[src/rtl/eth_frame_builder.sv]
// Builds one Ethernet frame per start request from a byte-wide template RAM and
// streams it on an 8-bit AXI-Stream master, with LFSR / sequence-number byte substitution.
module eth_frame_builder #(
  parameter int unsigned MIN_SIZE = 60,
  parameter int unsigned MAX_SIZE = 1514
) (
  input  logic        clk,
  input  logic        rst,
  input  logic        start,
  input  logic [10:0] frame_size,
  output logic        busy,
  output logic        frame_done,
  output logic [31:0] seq_num,
  output logic [10:0] tmpl_addr,
  input  logic [7:0]  tmpl_data,
  input  logic [1:0]  tmpl_flags,
  output logic [7:0]  m_axis_tdata,
  output logic        m_axis_tlast,
  output logic        m_axis_tvalid,
  input  logic        m_axis_tready
);

  localparam int unsigned AW = 11;
  localparam int unsigned EW = 10;
  localparam logic [7:0]  LFSR_SEED = 8'd11;

  typedef enum logic [1:0] {IDLE, PREFETCH, STREAM, DONE} state_t;

  state_t        state;
  logic [AW-1:0] len;
  logic [AW-1:0] rd_idx;
  logic [AW-1:0] out_idx;
  logic [31:0]   seq_snap;
  logic [7:0]    lfsr;
  logic [2:0]    seq_cnt;
  logic          rd_req;
  logic          ret_valid;
  logic [1:0]    cnt;
  logic [EW-1:0] buf0;
  logic [EW-1:0] buf1;

  logic          fire;
  logic          load;
  logic          bypass;
  logic          pop;
  logic          push;
  logic          issue;
  logic [2:0]    occ;
  logic [EW-1:0] ret_entry;
  logic [EW-1:0] src;
  logic [7:0]    sub_byte;
  logic [7:0]    lfsr_next;
  logic [AW-1:0] len_c;

  // Skid-buffer flow control: reads in flight plus buffered bytes never exceed two,
  // so a stalled output always has room for every byte already requested from RAM.
  always_comb begin
    fire      = m_axis_tvalid & m_axis_tready;
    ret_entry = {tmpl_flags, tmpl_data};
    load      = (state == STREAM) && (!m_axis_tvalid || m_axis_tready) &&
                ((cnt != 2'd0) || ret_valid) && (out_idx < len);
    bypass    = load && (cnt == 2'd0);
    pop       = load && !bypass;
    push      = ret_valid && !bypass;
    occ       = 3'(cnt) + 3'(rd_req) + 3'(ret_valid);
    issue     = ((state == PREFETCH) || (state == STREAM)) && (rd_idx < len) &&
                ((occ - 3'(load)) < 3'd2);
    src       = (cnt != 2'd0) ? buf0 : ret_entry;
    lfsr_next = {lfsr[6:0], lfsr[7] ^ lfsr[5] ^ lfsr[4] ^ lfsr[3]};
    if (frame_size < AW'(MIN_SIZE))      len_c = AW'(MIN_SIZE);
    else if (frame_size > AW'(MAX_SIZE)) len_c = AW'(MAX_SIZE);
    else                                 len_c = frame_size;
  end

  // Byte substitution: LFSR wins over sequence bytes; sequence bytes go out MSB first, four at most.
  always_comb begin
    sub_byte = src[7:0];
    if (src[8]) begin
      sub_byte = lfsr;
    end else if (src[9] && !seq_cnt[2]) begin
      case (seq_cnt[1:0])
        2'd0:    sub_byte = seq_snap[31:24];
        2'd1:    sub_byte = seq_snap[23:16];
        2'd2:    sub_byte = seq_snap[15:8];
        default: sub_byte = seq_snap[7:0];
      endcase
    end
  end

  always_ff @(posedge clk or posedge rst) begin
    if (rst) begin
      state         <= IDLE;
      busy          <= 1'b0;
      frame_done    <= 1'b0;
      seq_num       <= 32'd0;
      tmpl_addr     <= '0;
      m_axis_tdata  <= 8'd0;
      m_axis_tlast  <= 1'b0;
      m_axis_tvalid <= 1'b0;
      len           <= '0;
      rd_idx        <= '0;
      out_idx       <= '0;
      seq_snap      <= 32'd0;
      lfsr          <= LFSR_SEED;
      seq_cnt       <= 3'd0;
      rd_req        <= 1'b0;
      ret_valid     <= 1'b0;
      cnt           <= 2'd0;
      buf0          <= '0;
      buf1          <= '0;
    end else begin
      frame_done <= 1'b0;
      ret_valid  <= rd_req;
      rd_req     <= issue;
      if (issue) begin
        tmpl_addr <= rd_idx;
        rd_idx    <= rd_idx + AW'(1);
      end

      if (pop && push) begin
        if (cnt == 2'd2) begin
          buf0 <= buf1;
          buf1 <= ret_entry;
        end else begin
          buf0 <= ret_entry;
        end
      end else if (pop) begin
        buf0 <= buf1;
        cnt  <= cnt - 2'd1;
      end else if (push) begin
        if (cnt == 2'd0) buf0 <= ret_entry;
        else             buf1 <= ret_entry;
        cnt <= cnt + 2'd1;
      end

      if (load) begin
        m_axis_tvalid <= 1'b1;
        m_axis_tdata  <= sub_byte;
        m_axis_tlast  <= (out_idx == len - AW'(1));
        out_idx       <= out_idx + AW'(1);
        lfsr          <= lfsr_next;
        if (src[9] && !src[8] && !seq_cnt[2]) seq_cnt <= seq_cnt + 3'd1;
      end else if (fire) begin
        m_axis_tvalid <= 1'b0;
        m_axis_tlast  <= 1'b0;
      end

      case (state)
        IDLE: begin
          if (start) begin
            len       <= len_c;
            seq_snap  <= seq_num;
            busy      <= 1'b1;
            tmpl_addr <= '0;
            rd_idx    <= AW'(1);
            rd_req    <= 1'b1;
            out_idx   <= '0;
            seq_cnt   <= 3'd0;
            cnt       <= 2'd0;
            state     <= PREFETCH;
          end
        end
        PREFETCH: state <= STREAM;
        STREAM: begin
          if (fire && m_axis_tlast) begin
            seq_num    <= seq_num + 32'd1;
            frame_done <= 1'b1;
            state      <= DONE;
          end
        end
        default: begin
          busy  <= 1'b0;
          state <= IDLE;
        end
      endcase
    end
  end

endmodule
[config.mk]
export PLATFORM = sky130hd
export DESIGN_NAME = eth_frame_builder
export DESIGN_NICKNAME = d
export VERILOG_FILES = /design/src/rtl/eth_frame_builder.sv
export SDC_FILE = /design/constraint.sdc
export NUM_CORES = 1
export LEC_CHECK = 0
export CORE_MARGIN = 3
export CORE_UTILIZATION = 58
export DETAILED_ROUTE_END_ITERATION = 16
export PLACE_DENSITY = 0.87
export SKIP_LAST_GASP = 1
export SYNTH_ARGS = -nofsm -noshare
export SYNTH_HDL_FRONTEND = slang
export SYNTH_SLANG_ARGS = --single-unit
export TNS_END_PERCENT = 5
[constraint.sdc]
create_clock -name clk -period 6 [get_ports clk]
set_input_delay 1.2 -clock clk [delete_from_list [all_inputs] [get_ports clk]]
set_output_delay 1.2 -clock clk [all_outputs]
set_load 0.005 [all_outputs]
==> reports/qor.csv, run 1 <==
metric,value,unit
Worst Skew,14.6,ps
slowest CP cell,a21oi_1,
post-cts resize count,0,
max incr delay on CP,630,ps
Mean Syn Cell Area,9.51,sq um
vias per cell,5.97,
status,finished clean,
Layout Area Growth over Synthesis,18.2,%
crit end category,flip-flop,
CTS root buffer,clkbuf_16,
yosys warns,0,
mapped cell area,0.00825,sq mm
worst path cell trace,clkdlybuf4s50_1 -> nand2b_1 -> nand3b_1 -> a221o_1 -> or2_4 -> inv_2 -> ha_1 -> inv_1 -> ha_1 -> a21o_1 -> fa_1 -> nor2_1 -> nand3_1 -> a21oi_1 -> nand4_1 -> a2111o_1 -> o21ai_0,
"EDFF count, synth",0,
post-synthesis sequential area ratio,47.7,%
CTS tree,built,
Hold Path Class,flip-flop to flip-flop,
die width,125,um
Skew-Pair Late Insertion Delay,440,ps
Total Routing Usage GR,25.0,%
DRT iter0 DRCs,704,
Leakage,4.57,nW
"Async S/R FF share, synth",100,%
die area,0.0157,sq mm
RSZ-0062 raised after global routing,no,
crit path max fanout,13,
Die Ht,125,um
Total Wirelength,19.1,mm
Net Sw Power,1.50,mW
Seq cells post-synth,157,
# rows,42,
I/O Buffers,79,
setup_tns,0,ps
number of distinct library cells after synthesis,58,
sequential share of power,35.1,%
first-pass GRT wire length,32.2,mm
Clock power frac,26.5,%
CP Buf/Inv Count,3,
number of antenna violations at the first check in global routing,0,
H-tree level count,4,
Initial Util,60.8,%
Rel. slew slack,27.1,%
Max Cap Viol,0,
f_max,196,MHz
GR Overflow Total,0,
minimum clock period,5090,ps
post-route ant nets,0,
routed length per instance,17.0,um
share of layout cells above drive strength 1,5.94,%
Main synth FF type,dfrtp_1,
Sink Count,157,
DRC violations left,0,
total CTS buffers,17,
# diodes,0,
Crit path required time,6340,ps
final net count,991,
drt pass-1 iters,5,
hold_buf cts,0,
Post-Synthesis Cells,867,
crit-path most repeated cell,ha_1,
core area,0.0136,sq mm
Internal,2.52,mW
Crit Path Class,primary input to flip-flop,
Final HPWL DP,12.8,mm
Final Hold Fails,0,
Tcrit/Tclk final,84.9,%
hold_ws,414,ps
Final GP Congestion,0.824,
synthesized net count,928,
Final setup viols,0,
"IR drop worst, VDD",0.253,mV
flop2flop setup slack,1020,ps
critical path launch point type,primary input,
Sw Ratio,37.4,%
via count,6685,
post-CTS setup buffers,0,
combinational power share,38.4,%
Slew @ Worst Pin,1090,ps
clk buf depth,2,
critical path arrival,5430,ps
clock-pin slew on the worst setup and hold paths,60,ps
PD cells,413,mW/mm^2
fin. max-slew vios,0,
I/O pin total,80,
CP top delay family,compound AO/OA/AOI/OAI gates,
vias in the first global route,6449,
largest net degree at the start of global routing,78,
[worst paths after layout]
kind / startpoint / cells past startpoint / end
min: rd_req / 0 / ret_valid
max in group asynchronous: rst / 3 / seq_snap[5]
max reg2reg: len[4] / 19 / rd_idx[8]
max: m_axis_tready / 17 / rd_idx[8]
min in group asynchronous: rst / 2 / tmpl_addr[2]
min reg2reg: rd_req / 0 / ret_valid
[flip-flops by register name (all words and copies together) (netlist names)]
register	flops
cnt	2
busy	1
buf0	10
ret_valid	1
frame_done	1
buf1	10
m_axis_tdata	8
seq_cnt	3
seq_num	32
seq_snap	32
len	11
tmpl_addr	11
lfsr	8
out_idx	11
m_axis_tvalid	1
state	2
m_axis_tlast	1
rd_idx	11
rd_req	1
[power groups by stage]
stage | clock (mW) | combinational [mW] | sequential, mW
after global placement | 0 | 1.47 | 1.42
after detailed placement | 0 | 1.53 | 1.43
after global routing | 1.12 | 1.73 | 1.44
after floorplan | 0 | 1.14 | 1.38
after CTS | 1.08 | 1.54 | 1.41
final | 1.07 | 1.54 | 1.41
[logic make-up after synthesis]
family,after synthesis,synth area share (%)
buffers and inverters,72,3.49
muxes,49,6.13
AOI/OAI and AO/OA,154,12.0
adders and majority gates,36,5.55
xor gates and xnor gates,58,6.16
DFF,157,47.7
and+or+nand+nor,341,19.0
[cell usage after synthesis, drive strengths merged, types with 4 or more instances]
cell type  number  area (sq um)
nor4            7          43.8
ha             35           438
dfrtp         154          3850
nand4          15          93.8
nand2b         10          62.6
nand2         186           698
xnor2          47           412
and4            9          78.8
and3           12          75.1
xor2           11          96.3
clkbuf         33           124
o21ai          44           220
o31ai           4          30.0
mux2           12           135
mux2i          37           370
o22ai          14          87.6
a21oi          37           185
nand3          26           130
o211ai         16           120
nor2           35           131
a21o            8          60.1
nor3           19          95.1
a2111o          4          45.0
a222oi          8          80.1
inv            26          97.6
buf            13          66.3
[per-layer routing]
| metal | GRT usage, % | up-vias | routed length, um |
|---|---|---|---|
| met5 | 0 | - | 0 |
| met4 | 8.04 | 0 | 296 |
| met3 | 5.63 | 22 | 1180 |
| met2 | 38.5 | 235 | 9040 |
| met1 | 35.7 | 3261 | 8540 |
| li1 | - | 3167 | - |
[cell type report]
cell class,count,area [sq um]
inverter,26,103
sequential,157,3930
multi-input combinational,638,4030
clock inverter,11,116
tap,176,220
timing repair buffer,90,873
clock buffer,21,470
fill,982,3810
[per-stage QoR]
stage / instances / setup WS (ps) / instance area [sq um] / util [%] / total power, mW
2_1_floorplan: 867 / 570 / 8250 / - / 2.53
3_3_place_gp: 1087 / 594 / 9160 / 67.6 / 2.89
3_5_place_dp: 1087 / 503 / 9160 / 67.6 / 2.95
4_1_cts: 1119 / 914 / 9750 / 71.9 / 4.03
5_1_grt: 1119 / 618 / 9750 / 71.9 / 4.29
6_report: 1119 / 908 / 9750 / 71.9 / 4.02
[cells in the final DEF, fill, tap and decap left out, drive strengths merged, types with 21 or more instances in the layout]
cell type,n
inv,26
clkdlybuf4s50,79
ha,35
o21ai,44
a21oi,37
clkbuf,21
nor2,35
nand3,26
xnor2,47
nand2,186
dfrtp,154
mux2i,37
Note: power is estimated with default switching activity, not from simulation.
==> run 2, diff against run 1 <==
clock period = 5.1 ns   (was 6 ns; I/O delays follow)
==> reports/qor.csv, run 2 (synthesis results as in run 1) <==
metric,value,unit
# diodes,0,
Max Cap Viol,0,
I/O Buffers,79,
Setup WS pre-CTS,411,ps
clk buf depth,2,
number of antenna violations at the first check in global routing,0,
Final HPWL DP,12.7,mm
CTS tree,built,
RSZ-0062 raised after global routing,no,
Hold Crit Start,rd_req,
PD cells,499,mW/mm^2
max incr delay on CP,420,ps
minimum clock period,4560,ps
Slew @ Worst Pin,1180,ps
post-cts resize count,0,
placed cells,1088,
DRC violations left,0,
R2R depth,20,
Rel. slew slack,21.1,%
Leakage,4.58,nW
I/O pin total,80,
"commonest non-fill, non-tap cell in the layout",nand2_1,
total power,4.90,mW
Crit path required time,5460,ps
Layout Area Growth over Synthesis,19.1,%
DRT iter0 DRCs,774,
CP Buf/Inv Count,6,
critical path launch point type,flip-flop,
die area,0.0157,sq mm
total CTS buffers,17,
post-route ant nets,0,
slowest CP cell,dfrtp_1,
largest net degree at the start of global routing,158,
Total Routing Usage GR,26.1,%
Worst Skew,7.06,ps
crit end category,flip-flop,
Tcrit/Tclk final,89.4,%
vias per cell,6.06,
share of layout cells above drive strength 1,6.14,%
fin. max-slew vios,0,
post-CTS setup buffers,0,
setup_tns,0,ps
Sink Count,157,
terminus of the critical flop-to-flop path,tmpl_addr[3],
via count,6792,
Reg2Reg Launch Point,len[4],
die width,125,um
Final Core Density,72.4,%
drt pass-1 iters,6,
Setup WS post-layout,540,ps
vias in the first global route,6863,
H-tree level count,4,
worst path cell trace,inv_1 -> ha_1 -> a211oi_1 -> nor2_1 -> o31a_1 -> buf_4 -> or2_4 -> inv_2 -> ha_1 -> inv_1 -> ha_1 -> a21o_1 -> fa_1 -> xor2_1 -> nand3_1 -> a21oi_1 -> buf_4 -> a21boi_1 -> buf_4 -> mux2i_1,
Hold Path Class,flip-flop to flip-flop,
largest registers,"seq_num x32, seq_snap x32",
first-pass GRT wire length,33.7,mm
Final setup viols,0,
routed length per instance,17.7,um
"IR drop worst, VDD",0.322,mV
Final Hold Fails,0,
GR Overflow Total,0,
f_max,219,MHz
crit path max fanout,22,
# rows,42,
Hold EP,ret_valid,
critical path arrival,4920,ps
Skew-Pair Late Insertion Delay,430,ps
Total Wirelength,19.9,mm
Initial Util,60.8,%
status,finished clean,
hold depth,0,
most frequent cells in the layout,"185 x nand2_1, 154 x dfrtp_1, 79 x clkdlybuf4s50_1",
CP top delay family,adder cells,
# fillers,990,
core area,0.0136,sq mm
final net count,992,
Final GP Congestion,0.855,
hold_buf cts,0,
CTS root buffer,clkbuf_16,
Final Non-Filler Cells,1120,
flop2flop setup slack,540,ps
clock-pin slew on the worst setup and hold paths,60,ps
Crit Path Class,flip-flop to flip-flop,
Die Ht,125,um
run 2: changes by cell type in the layout (fill, tap and decap cells not counted):
| cell | delta |
|---|---|
| buf_12 | +1 |
| clkinv_4 | -1 |
| clkbuf_8 | -1 |
| bufinv_16 | +2 |
| clkinvlp_4 | +4 |
| clkinv_2 | -4 |
| clkbuf_1 | -1 |
| inv_6 | +1 |
run 2: area by class of cell:
type / instances / area (sq um) / area share, %
tap: 176 / 220 / 2.24
clock inverter: 13 / 188 / 1.91
multi-input combinational: 638 / 4030 / 41.1
clock buffer: 19 / 453 / 4.61
timing repair buffer: 91 / 893 / 9.10
inverter: 26 / 101 / 1.03
sequential: 157 / 3930 / 40.0
run 2: per-layer routing:
| metal | GRT usage (%) | up-vias | share of wire (%) | routed length [um] |
|---|---|---|---|---|
| li1 | - | 3163 | - | - |
| met4 | 10.1 | 0 | 2.6 | 509 |
| met5 | 0 | - | 0 | 0 |
| met2 | 41.6 | 255 | 49 | 9680 |
| met3 | 5.97 | 45 | 6.4 | 1280 |
| met1 | 35.2 | 3329 | 42 | 8400 |
run 2: how the worst max path moves through the flow:
| stage | startpoint | endpoint | slack (ps) | depth (start not counted) |
|---|---|---|---|---|
| after floorplan | m_axis_tready | rd_idx[7] | 690 | 19 |
| after global placement | m_axis_tready | tmpl_addr[5] | 500 | 18 |
| after detailed placement | m_axis_tready | tmpl_addr[3] | 410 | 18 |
| after CTS | len[4] | tmpl_addr[3] | 580 | 20 |
| after global routing | len[4] | tmpl_addr[5] | 260 | 20 |
| final | len[4] | tmpl_addr[3] | 540 | 20 |
run 2: through the flow:
stage / hold slack, ps / cell area (sq um)
finish: 412 / 9820
global route: 431 / 9820
CTS: 417 / 9820
detailed placement: 403 / 9180
global placement: 415 / 9180
floorplan: 354 / 8250
run 2: power by group:
part           switching, mW  internal, mW
clock                  0.519         0.847
sequential             0.190          1.47
combinational           1.12         0.757
